===== src/rtl/pixel_color_gen.sv =====
`default_nettype none
// ============================================================================
// Module   : pixel_color_gen
// Brief    : Glyph bit + 8-bit attribute -> RGB through a fixed 16-entry
//            palette, with frame-counted cursor blink (block/underline) and a
//            fixed 2-cycle pipeline. Optional text blink: PIXEL_COLOR_BLINK_ATTR_EN.
// Revision : 1.0 - initial release
// ============================================================================
module pixel_color_gen #(
    parameter int COLS         = 80,
    parameter int ROWS         = 30,
    parameter int ADDR_W       = 13,
    parameter int COLOR_W      = 10,
    parameter int CELL_H       = 16,
    parameter int BLINK_FRAMES = 16
) (
    input  logic               clk,
    input  logic               rst,
    input  logic               frame_start_i,
    input  logic               pix_valid_i,
    input  logic               pixel_bit_i,
    input  logic [ADDR_W-1:0]  char_addr_i,
    input  logic [7:0]         attr_i,
    input  logic [3:0]         glyph_row_i,
    input  logic               cursor_en_i,
    input  logic               cursor_mode_i,
    input  logic [7:0]         cursor_row_i,
    input  logic [7:0]         cursor_col_i,
    output logic [COLOR_W-1:0] color_R_o,
    output logic [COLOR_W-1:0] color_G_o,
    output logic [COLOR_W-1:0] color_B_o,
    output logic               pix_valid_o
);

    localparam int CNT_W = (BLINK_FRAMES > 1) ? $clog2(BLINK_FRAMES) : 1;
    localparam logic [CNT_W-1:0]   c_cnt_max = CNT_W'(BLINK_FRAMES - 1);
    localparam logic [COLOR_W-1:0] c_full    = '1;
    localparam logic [COLOR_W-1:0] c_half    = c_full >> 1;
    localparam logic [COLOR_W-1:0] c_quarter = c_full >> 2;

    logic [CNT_W-1:0]  r_frame_cnt;
    logic              r_blink_phase;

    logic [ADDR_W-1:0] w_cur_addr;
    logic              w_cur_in_grid;
    logic              w_shape;
    logic              w_hit;

    logic              r1_valid;
    logic              r1_bit;
    logic [6:0]        r1_attr;
    logic              r1_hit;

    logic              w_fg_bit;
    logic              w_sel;
    logic [3:0]        w_idx;
    logic [COLOR_W-1:0] w_r;
    logic [COLOR_W-1:0] w_g;
    logic [COLOR_W-1:0] w_b;

    function automatic logic [COLOR_W-1:0] pal_comp(input logic b, input logic i);
        logic [COLOR_W-1:0] v;
        case ({b, i})
            2'b11:   v = c_full;
            2'b10:   v = c_half;
            2'b01:   v = c_quarter;
            default: v = '0;
        endcase
        return v;
    endfunction

    // Blink generator: phase toggles each time the frame counter wraps.
    always_ff @(posedge clk or posedge rst) begin
        if (rst) begin
            r_frame_cnt   <= '0;
            r_blink_phase <= 1'b1;
        end else if (frame_start_i) begin
            if (r_frame_cnt == c_cnt_max) begin
                r_frame_cnt   <= '0;
                r_blink_phase <= ~r_blink_phase;
            end else begin
                r_frame_cnt <= r_frame_cnt + 1'b1;
            end
        end
    end

    always_comb begin
        w_cur_addr    = ADDR_W'(cursor_row_i) * ADDR_W'(COLS) + ADDR_W'(cursor_col_i);
        w_cur_in_grid = (32'(cursor_row_i) < 32'(ROWS)) && (32'(cursor_col_i) < 32'(COLS));
        w_shape       = ~cursor_mode_i | (32'(glyph_row_i) >= 32'(CELL_H - 2));
        w_hit         = cursor_en_i & r_blink_phase & w_cur_in_grid &
                        (w_cur_addr == char_addr_i) & w_shape;
    end

    // Stage 1
    always_ff @(posedge clk or posedge rst) begin
        if (rst) begin
            r1_valid <= 1'b0;
            r1_bit   <= 1'b0;
            r1_attr  <= '0;
            r1_hit   <= 1'b0;
        end else begin
            r1_valid <= pix_valid_i;
            r1_bit   <= pixel_bit_i;
            r1_attr  <= attr_i[6:0];
            r1_hit   <= w_hit;
        end
    end

`ifdef PIXEL_COLOR_BLINK_ATTR_EN
    logic r1_blink_attr;
    logic r1_phase;

    always_ff @(posedge clk or posedge rst) begin
        if (rst) begin
            r1_blink_attr <= 1'b0;
            r1_phase      <= 1'b1;
        end else begin
            r1_blink_attr <= attr_i[7];
            r1_phase      <= r_blink_phase;
        end
    end

    // Blinking text hides the glyph during the hidden phase; cursor still XORs on top.
    assign w_fg_bit = r1_bit & ~(r1_blink_attr & ~r1_phase);
`else
    logic w_unused_attr7;
    assign w_unused_attr7 = attr_i[7];
    assign w_fg_bit       = r1_bit;
`endif

    always_comb begin
        w_sel = w_fg_bit ^ r1_hit;
        w_idx = w_sel ? r1_attr[3:0] : {1'b0, r1_attr[6:4]};
        w_r   = '0;
        w_g   = '0;
        w_b   = '0;
        if (r1_valid) begin
            w_r = pal_comp(w_idx[2], w_idx[3]);
            w_g = pal_comp(w_idx[1], w_idx[3]);
            w_b = pal_comp(w_idx[0], w_idx[3]);
        end
    end

    // Stage 2
    always_ff @(posedge clk or posedge rst) begin
        if (rst) begin
            color_R_o   <= '0;
            color_G_o   <= '0;
            color_B_o   <= '0;
            pix_valid_o <= 1'b0;
        end else begin
            color_R_o   <= w_r;
            color_G_o   <= w_g;
            color_B_o   <= w_b;
            pix_valid_o <= r1_valid;
        end
    end

endmodule
`default_nettype wire


===== config.mk =====
export PLATFORM = sky130hd
export DESIGN_NAME = pixel_color_gen
export DESIGN_NICKNAME = d
export VERILOG_FILES = /design/src/rtl/pixel_color_gen.sv
export SDC_FILE = /design/constraint.sdc
export NUM_CORES = 1
export LEC_CHECK = 0
export ABC_AREA = 0
export BUFFER_PORTS_ARGS = -buffer_cell sky130_fd_sc_hd__buf_4
export CELL_PAD_IN_SITES_DETAIL_PLACEMENT = 1
export CELL_PAD_IN_SITES_GLOBAL_PLACEMENT = 1
export CORE_MARGIN = 10
export CORE_UTILIZATION = 37
export DETAILED_ROUTE_END_ITERATION = 7
export PLACE_DENSITY_LB_ADDON = 0.1
export RECOVER_POWER = 25
export SETUP_SLACK_MARGIN = 0.2
export SYNTH_ARGS = -nofsm -noshare
export SYNTH_HDL_FRONTEND = slang
export SYNTH_SLANG_ARGS = --single-unit

===== constraint.sdc =====
create_clock -name clk -period 2.2 [get_ports clk]
set_input_delay 0.33 -clock clk [delete_from_list [all_inputs] [get_ports clk]]
set_output_delay 0.33 -clock clk [all_outputs]
set_load 0.005 [all_outputs]

==> results of run 1 <==
==> placed cells by master, fill, tap and decap left out, types with 7 or more instances in the layout <==
| cell type | synthesis | layout |
|---|---|---|
| inv_1 | 8 | 7 |
| clkbuf_4 | 0 | 10 |
| xnor2_1 | 19 | 19 |
| o21ai_0 | 7 | 7 |
| xor2_1 | 8 | 8 |
| dfrtp_1 | 24 | 24 |
| nand3_1 | 8 | 7 |
| nand4_1 | 8 | 8 |
| buf_4 | 21 | 82 |
| ha_1 | 16 | 10 |
==> path summary, 6_finish.rpt <==
kind / slack [ns] / from / depth (start not counted) / endpoint
worst max-delay path: 0.04 / cursor_row_i[3] / 10 / r1_hit$_DFF_PP0_
worst min-delay path: 0.19 / attr_i[6] / 1 / r1_attr[6]$_DFF_PP0_
worst max register to register: 0.68 / r1_hit$_DFF_PP0_ / 4 / color_R_o[9]$_DFF_PP0_
worst min register to register: 0.42 / r1_valid$_DFF_PP0_ / 0 / pix_valid_o$_DFF_PP0_
max in group asynchronous: 1.38 / rst / 2 / color_G_o[8]$_DFF_PP0_
min in group asynchronous: 0.26 / rst / 2 / r_frame_cnt[2]$_DFFE_PP0P_
==> power breakdown <==
group          internal, mW  switching [mW]  total [mW]  leakage (nW)
Sequential            0.525          0.0607       0.585         0.306
Combinational         0.331           0.250       0.581         0.861
Clock                 0.129           0.128       0.258        0.0228
==> critical path, stage by stage <==
cell and delay (ns):
buf_8 0.10, ha_4 0.23, ha_4 0.16, fa_2 0.54, inv_2 0.05, a211oi_4 0.24, buf_4 0.15, nand3_2 0.07
xnor3_1 0.23, nor4_2 0.24
==> routing by layer <==
metal	GRT usage [%]	part of all wire [%]
met2	22.8	57
met5	0	0
met4	5.60	2.1
met3	3.19	7.6
met1	10.3	33
==> through the flow <==
| stage | total power, mW | utilization, % | setup TNS, ns | cell area, sq um | hold slack, ns |
|---|---|---|---|---|---|
| 2_1_floorplan | 0.927 | - | -0.130 | 1670 | 0.357 |
| 3_3_place_gp | 1.11 | 52.5 | -0.281 | 2270 | 0.390 |
| 3_5_place_dp | 1.15 | 52.5 | -0.322 | 2270 | 0.399 |
| 4_1_cts | 1.42 | 54.1 | -0.0103 | 2340 | 0.164 |
| 5_1_grt | 1.53 | 55.4 | -0.0139 | 2400 | 0.176 |
| 6_report | 1.42 | 55.4 | 0 | 2400 | 0.192 |
==> logic make-up after synthesis <==
family,Yosys count,synth area share [%]
xor gates and xnor gates,28,15.8
muxes,4,2.52
adders and majority gates,18,14.7
and+or+nand+nor,31,10.5
buffers and inverters,29,11.5
AOI/OAI and AO/OA,18,6.73
DFF,25,38.3
==> flip-flops by register name (all words and copies together), names as in the netlist <==
name and count:
color_G_o 3, r_blink_phase 1, r1_bit 1, color_R_o 3, r1_attr 7, color_B_o 3, r_frame_cnt 4, r1_valid 1
r1_hit 1, pix_valid_o 1
==> timing repair <==
action | 4_1_cts | 5_1_grt
resized for setup | 2 | 8
hold endpoints to repair | 0 | 0
endpoints found under the setup margin | 1 | 1
pin swaps | 2 | 8
setup buffers | 0 | 2
==> area by class of cell <==
cell class	instances	share of cell area (%)
Multi-Input combinational cell	99	38.1
Tap cell	52	2.71
Timing Repair Buffer	94	29.9
Clock buffer	4	1.88
Inverter	8	1.25
Sequential cell	25	26.1
==> metrics.txt, run 1 <==
initial antenna violation count 0; Setup WS pre-CTS -0.322 ns; total of hold buffers inserted after clock tree synthesis 0; Avg Cell Area, Syn 10.7 sq um; Syn-to-layout area delta 46.5%; Critical Path AT 2.34 ns; Starting Density 37.8%; hold violation total from the final report 0; number of enable-type register cells in the synthesized netlist 0; fill cell count 484; power density cells 594 nW/um^2; synthesized netlist net count 219; Clock transition at path regs 0.08 ns; first-pass GRT wire length 6.99 mm; total CTS buffers 3; row count 24; IO Count 79; most instantiated cells after synthesis dfrtp_1, buf_4, xnor2_1; category of the worst setup path launch point input pin; clk_lat worst skew 0.26 ns; sequential area share after synthesis 38.3%; Ant. Diodes 0; fmax 0.463 GHz; MaxCap Viol Count 0; HPWL Detailed 4.00 mm; area fraction of the dominant cell type after synthesis 36.7%; total congestion overflow after global routing 0; Worst-Margin Slew 0.901 ns; wire length per cell 16.2 microns; number of synthesized register bits 25; largest fanout on the critical path 2; Non-Filler Instances 282; Post-Route Skew 0.00259 ns; Clock Tree Root clkbuf_8; total routed wirelength 4.57 mm; die footprint 7480 sq um; first-pass iteration count of the detailed router 3; dominant cell type by area after synthesis dfrtp_1; Min Clock Period, post-route 2.16 ns; Initial DRC Count 42; final worst-path cycle share 98.3%; count of unique library cells instantiated by Yosys 25; area taken by multi-input logic gates 913 sq um; worst-case headroom to the max-slew limit 39.9%; final number of max-transition violations 0; path type of the worst setup path in -> reg; CTS tree built; most common cell in the netlist dfrtp_1; kind of capture point of the worst setup path flop; via count 1357; height of the die 86.5 microns; Worst EP required 2.38 ns; pin count of the biggest net entering global routing 26; unrepaired setup endpoints after global routing yes; main flop type after synthesis dfrtp_1; global routing usage summed across all routing layers 11.5%; register area 627 sq um; Worst IR Drop VDD 0.260 mV; least setup slack across all paths after layout 0.0381 ns; Yosys warnings 0; vias in the first global route 1549; count of H-tree levels built during CTS 1; PortBufs 76; Leak 1.19 nW; post-detailed-route DRC marker count 0; DRT antenna net count 0; ratio of cells with drive above 1 in the final layout 49.6%; Tightest Hold Check Type in -> reg; Via density 4.81; number of placed cells counting well taps 276; final setup violation count 0; top cells by area in the synthesized netlist dfrtp_1, ha_1, xnor2_1, buf_4, xor2_1; Post-layout nets 297; width of the die 86.5 microns; ys async rst share 100%; post-synthesis instance area 1640 sq um; clk sink count 25; cell count after synthesis 153; area of the placeable core 4320 sq um; buffer levels on the longest clock path 2; result of the run complete, no violations; RD Place Congestion 0.768
Power figures use the tool's default switching activity.
==> run 2, diff against run 1 <==
- ABC_AREA: 0 -> 1
- CORE_UTILIZATION: 37 -> 36
==> run 2 against run 1 <==
Effect of this change:
- sequential share of layout area shrank 2.4 points
- total power grew 1.6%
- register-to-register slack gained 0.03 ns
- fmax grew 9.1%
- count of clock-buffer cells in the layout is the same
- flip-flop and latch count is the same
==> metrics.txt, run 2 <==
beginning of the critical path cursor_row_i[3]; total congestion overflow after global routing 0; die footprint 8550 sq um; via count 1785; final worst-path cycle share 90.1%; final cell utilization of the core 51.6%; Post-Route Skew 0.00173 ns; Internal Power 0.951 mW; ratio of cells with drive above 1 in the final layout 36.6%; dominant cell type by area after synthesis dfrtp_1; Switching Fraction 34.2%; ys async rst share 100%; path type of the worst setup path in -> reg; critical path capture point r1_hit$_DFF_PP0_; IO Count 79; commonest cells after routing, fill and taps aside buf_4, nand2_1, inv_1; post-synthesis instance area 1890 sq um; least setup slack across all paths after layout 0.219 ns; PortBufs 76; first-pass GRT wire length 8.41 mm; final number of max-transition violations 0; clock network fraction of total power 18.1%; total non-filler cell area in the finished layout 2640 sq um; clk sink count 25; fmax 0.505 GHz; largest register by flop count r1_attr; Reg2Reg Launch Point r1_hit$_DFF_PP0_; Worst EP required 2.40 ns; CP top delay family adder cells; buffers plus inverters on the worst setup path 2; Critical Path AT 2.18 ns; Avg Cell Area, Syn 7.25 sq um; Post-layout nets 395; Leak 1.48 nW; total of hold buffers inserted after clock tree synthesis 0; post-detailed-route DRC marker count 0; sequential area share after synthesis 33.1%; max reg flops 7; Stages on worst setup path 14; MaxCap Viol Count 0; area of the placeable core 5110 sq um; hold violation total from the final report 0; area taken by multi-input logic gates 1100 sq um; area fraction of the dominant cell type after synthesis 31.7%; number of enable-type register cells in the synthesized netlist 0; maximum single-stage delay on the critical path 0.61 ns; Syn-to-layout area delta 39.4%; result of the run complete, no violations; top cells by area in the synthesized netlist dfrtp_1, nand2_1, ha_1, buf_4, inv_1; most instantiated cells after synthesis nand2_1, inv_1, nor2_1; global routing usage summed across all routing layers 11.8%; Logic pwr share 42.2%; pin count of the biggest net entering global routing 26; total CTS buffers 3; total routed wirelength 5.14 mm; Worst IR Drop VDD 0.228 mV; most common cell after layout, fill and taps aside buf_4; number of synthesized register bits 25; master of the slowest instance on the critical path fa_2; registers with the most flip-flops r1_attr: 7 flops, r_frame_cnt: 4 flops; unrepaired setup endpoints after global routing yes; category of the worst setup path launch point input pin; most common cell in the netlist nand2_1; minimum setup slack among reg-to-reg paths 0.71 ns; kind of capture point of the worst setup path flop; power density cells 549 nW/um^2; Via density 4.48; number of placed cells counting well taps 392; largest fanout on the critical path 4; CTS tree built; sequential share of power 39.7%; Clock transition at path regs 0.08 ns; width of the die 92.5 microns; Initial DRC Count 21; worst hold-check slack 0.189 ns; initial antenna violation count 0; DRT antenna net count 0; total net switching power 0.495 mW; wire length per cell 12.9 microns; register area 627 sq um; clk_lat worst skew 0.26 ns; final total power 1.45 mW; Setup WS pre-CTS -0.117 ns; final setup violation count 0; Ant. Diodes 0; accumulated negative setup slack 0 ns; buffer levels on the longest clock path 2; fill cell count 653; worst flop-to-flop path endpoint color_B_o[7]$_DFF_PP0_; Worst-Margin Slew 1.22 ns; cell repeated most along the worst path nand2_2; HPWL Detailed 4.44 mm; count of unique library cells instantiated by Yosys 22; count of H-tree levels built during CTS 1; critical-path cell list buf_6, ha_4, ha_4, fa_2, nand3_2, inv_2, nand2_4, nor2_4, nand2_1, nand2_2, nand2_2, nand2_2, nand3_2, nor2_2; main flop type after synthesis dfrtp_1; Placed Instance Area 2450 sq um; vias in the first global route 1898; synthesized netlist net count 327; Clock Tree Root clkbuf_8; RD Place Congestion 0.771; Yosys warnings 0; height of the die 92.5 microns; row count 26; cell count after synthesis 261; Min Clock Period, post-route 1.98 ns; Starting Density 37.0%; Tightest Hold Check Type in -> reg; first-pass iteration count of the detailed router 4; depth of the worst register-to-register path 4; worst-case headroom to the max-slew limit 18.5%; Non-Filler Instances 398
## run 2: metal layers
| metal | wire, microns | vias to the layer above | global-route usage, % |
|---|---|---|---|
| met3 | 268 | 7 | 2.74 |
| met5 | 0 | - | 0 |
| met1 | 2050 | 808 | 12.2 |
| met2 | 2750 | 47 | 22.6 |
| met4 | 75 | 0 | 3.60 |
| li1 | - | 923 | - |
## run 2: power groups by stage
stage	Clock (mW)	Combinational (mW)	Sequential, mW
floorplan	0	0.371	0.573
global placement	0	0.536	0.579
finish	0.261	0.610	0.574
global route	0.287	0.696	0.586
CTS	0.269	0.574	0.577
detailed placement	0	0.555	0.584
## run 2: kinds of logic (layout without fill, tap and decap cells)
logic type / Yosys count / after routing / share of synthesized area, %
simple gates: 140 / 140 / 31.5
buf+inv: 60 / 127 / 16.1
flops: 25 / 25 / 33.1
fa+ha+maj: 18 / 18 / 12.7
compound gates: 10 / 10 / 2.65
xor+xnor: 5 / 5 / 2.32
mux: 3 / 3 / 1.59
## run 2: worst min path at each step
stage                     cells after the start                         end               start  slack [ns]
final                                         1        r1_attr[6]$_DFF_PP0_           attr_i[6]        0.19
after detailed placement                      0       pix_valid_o$_DFF_PP0_  r1_valid$_DFF_PP0_        0.39
after global placement                        3  r_frame_cnt[3]$_DFFE_PP0P_                 rst        0.39
after global routing                          1        r1_attr[1]$_DFF_PP0_           attr_i[1]        0.18
after floorplan                               1      color_B_o[7]$_DFF_PP0_                 rst        0.36
after CTS                                     3  r_frame_cnt[0]$_DFFE_PP0P_                 rst        0.11
## run 2: area by class of cell
class	count	share of cell area, %
Clock buffer	4	1.71
Tap cell	70	3.32
Multi-Input combinational cell	176	41.6
Inverter	39	5.55
Sequential cell	25	23.8
Timing Repair Buffer	84	24.1
## run 2: timing repair
item                       4_1_cts  5_1_grt
buffers inserted                 0        2
setup endpoints to repair        1        1
gates resized for setup          4       24
pin swaps                        1       19
==> run 3, diff against run 2 <==
- CELL_PAD_IN_SITES_DETAIL_PLACEMENT: 1 -> default
- CELL_PAD_IN_SITES_GLOBAL_PLACEMENT: 1 -> default
- CORE_UTILIZATION: 36 -> 44
- PLACE_DENSITY: default -> 0.77
- PLACE_DENSITY_LB_ADDON: 0.1 -> default
- REMOVE_ABC_BUFFERS: default -> 1
- clock period: 2.2 -> 1.6 ns (I/O delays scaled with it)
==> run 3 against run 2 <==
Effect of this change:
- the flow now finishes with violations (negative setup slack)
- worst setup slack worse by 0.42 ns
- clock skew hardly changed
- cell count is 4.0% lower
- register-to-register slack got worse by 0.45 ns
- critical path depth unchanged
- count of clock-buffer cells in the layout shrank 1
- worst hold slack worse by 0.095 ns
- core utilization increased by 12 points
- sequential share of layout area is 0.39 points higher
- critical endpoint unchanged
- largest cell class unchanged
==> metrics.txt, run 3 (synthesis gave the netlist of run 2 again) <==
number of placed cells counting well taps 377; Internal Power 1.29 mW; MaxCap Viol Count 0; total CTS buffers 3; CTS tree built; RD Place Congestion 0.851; cell depth of the worst min-delay path 1; buffer levels on the longest clock path 2; DRT antenna net count 0; Critical Path AT 2.01 ns; Clock transition at path regs 0.08 ns; least setup slack across all paths after layout -0.201 ns; Min Clock Period, post-route 1.80 ns; largest fanout on the critical path 4; final total power 1.96 mW; unrepaired setup endpoints after global routing yes; clk_lat worst skew 0.27 ns; width of the die 85.6 microns; final number of max-transition violations 0; final worst-path cycle share 113%; row count 23; IO Count 79; via count 1803; Starting Density 46.3%; count of H-tree levels built during CTS 1; result of the run finished, violations left; registers with the most flip-flops r1_attr: 7 flops, r_frame_cnt: 4 flops; Syn-to-layout area delta 37.1%; final cell utilization of the core 63.5%; vias in the first global route 1809; commonest cells after routing, fill and taps aside buf_4, nand2_1, inv_1; post-detailed-route DRC marker count 0; Initial DRC Count 59; Placed Instance Area 2450 sq um; failing checks negative setup slack; pin count of the biggest net entering global routing 16; height of the die 85.6 microns; sequential share of power 40.1%; total congestion overflow after global routing 0; Leak 1.48 nW; Non-Filler Instances 382; max reg flops 7; Post-Route Skew 0.00190 ns; initial antenna violation count 0; Clock Tree Root clkbuf_8; Post-layout nets 399; power density cells 756 nW/um^2; Ant. Diodes 0; clk sink count 25; PortBufs 76; die footprint 7320 sq um; Worst-Margin Slew 0.500 ns; kind of capture point of the worst setup path flop; category of the worst setup path launch point input pin; wire length per cell 12.7 microns; most common cell after layout, fill and taps aside buf_4; Worst EP required 1.81 ns; worst-case headroom to the max-slew limit 66.7%; first-pass GRT wire length 8.00 mm; total routed wirelength 4.86 mm; total net switching power 0.667 mW; ratio of cells with drive above 1 in the final layout 34.0%; clock network fraction of total power 19.1%; HPWL Detailed 4.14 mm; first-pass iteration count of the detailed router 4; Switching Fraction 34.0%; Tightest Hold Check Type in -> reg; area of the placeable core 4090 sq um; hold violation total from the final report 0; total non-filler cell area in the finished layout 2590 sq um; depth of the worst register-to-register path 10; largest register by flop count r1_attr; Logic pwr share 40.9%; Via density 4.72; path type of the worst setup path in -> reg; global routing usage summed across all routing layers 13.0%; final setup violation count 1; fmax 0.555 GHz; worst hold-check slack 0.0937 ns; Worst IR Drop VDD 0.357 mV
run 3: per-layer routing:
metal,vias to the layer above,part of all wire (%),wire length [microns],global-route usage (%)
li1,932,-,-,-
met1,801,38,1840,12.6
met2,63,51,2490,24.7
met3,7,8.7,423,3.97
met4,0,2.1,104,5.39
met5,-,0,0,0
run 3: stage by stage:
stage                     setup TNS, ns  worst slack, ns
final                            -0.201           -0.201
after global placement           -0.568           -0.568
after CTS                        -0.191           -0.191
after detailed placement         -0.623           -0.623
after floorplan                  -0.398           -0.398
after global routing             -0.326           -0.326
run 3: power by group through the flow:
| stage | logic [mW] | clock network (mW) | registers [mW] |
|---|---|---|---|
| floorplan | 0.439 | 0 | 0.796 |
| global placement | 0.736 | 0 | 0.794 |
| detailed placement | 0.759 | 0 | 0.798 |
| CTS | 0.798 | 0.380 | 0.785 |
| global route | 0.914 | 0.408 | 0.798 |
| finish | 0.802 | 0.374 | 0.786 |
run 3: final timing paths:
| path | slack, ns | endpoint | start |
|---|---|---|---|
| setup / recovery | -0.20 | r1_hit$_DFF_PP0_ | cursor_row_i[3] |
| hold / removal | 0.09 | r1_valid$_DFF_PP0_ | pix_valid_i |
| setup reg to reg | 0.26 | r1_hit$_DFF_PP0_ | r_blink_phase$_DFFE_PP1P_ |
| hold reg to reg | 0.43 | pix_valid_o$_DFF_PP0_ | r1_valid$_DFF_PP0_ |
| max in group asynchronous | 0.50 | color_B_o[9]$_DFF_PP0_ | rst |
| min in group asynchronous | 0.42 | r_frame_cnt[3]$_DFFE_PP0P_ | rst |
run 3: critical path, stage by stage:
cell,delay [ns]
buf_6,0.10
ha_4,0.24
ha_4,0.16
fa_2,0.58
nand2_1,0.06
inv_1,0.05
nand2_1,0.06
nand2_1,0.08
nand2_2,0.07
nor2_1,0.09
nand2_1,0.06
nand2_1,0.06
nand3_1,0.06
nor2_1,0.09
run 3: layout make-up:
class                           count  area (sq um)
Fill cell                         373          1490
Multi-Input combinational cell    176          1050
Timing Repair Buffer               88           663
Sequential cell                    25           627
Inverter                           39           146
Tap cell                           50          62.6
Clock buffer                        3          41.3
Clock inverter                      1          7.51
run 3: timing repair:
| action | 4_1_cts | 5_1_grt |
|---|---|---|
| setup endpoints to repair | 1 | 4 |
| gates cloned | 0 | 0 |
| buffers inserted | 0 | 0 |
| gates resized for setup | 11 | 6 |
| hold endpoints to repair | 3 | 0 |
| hold buffers | 1 | 0 |
| pin swaps | 13 | 6 |
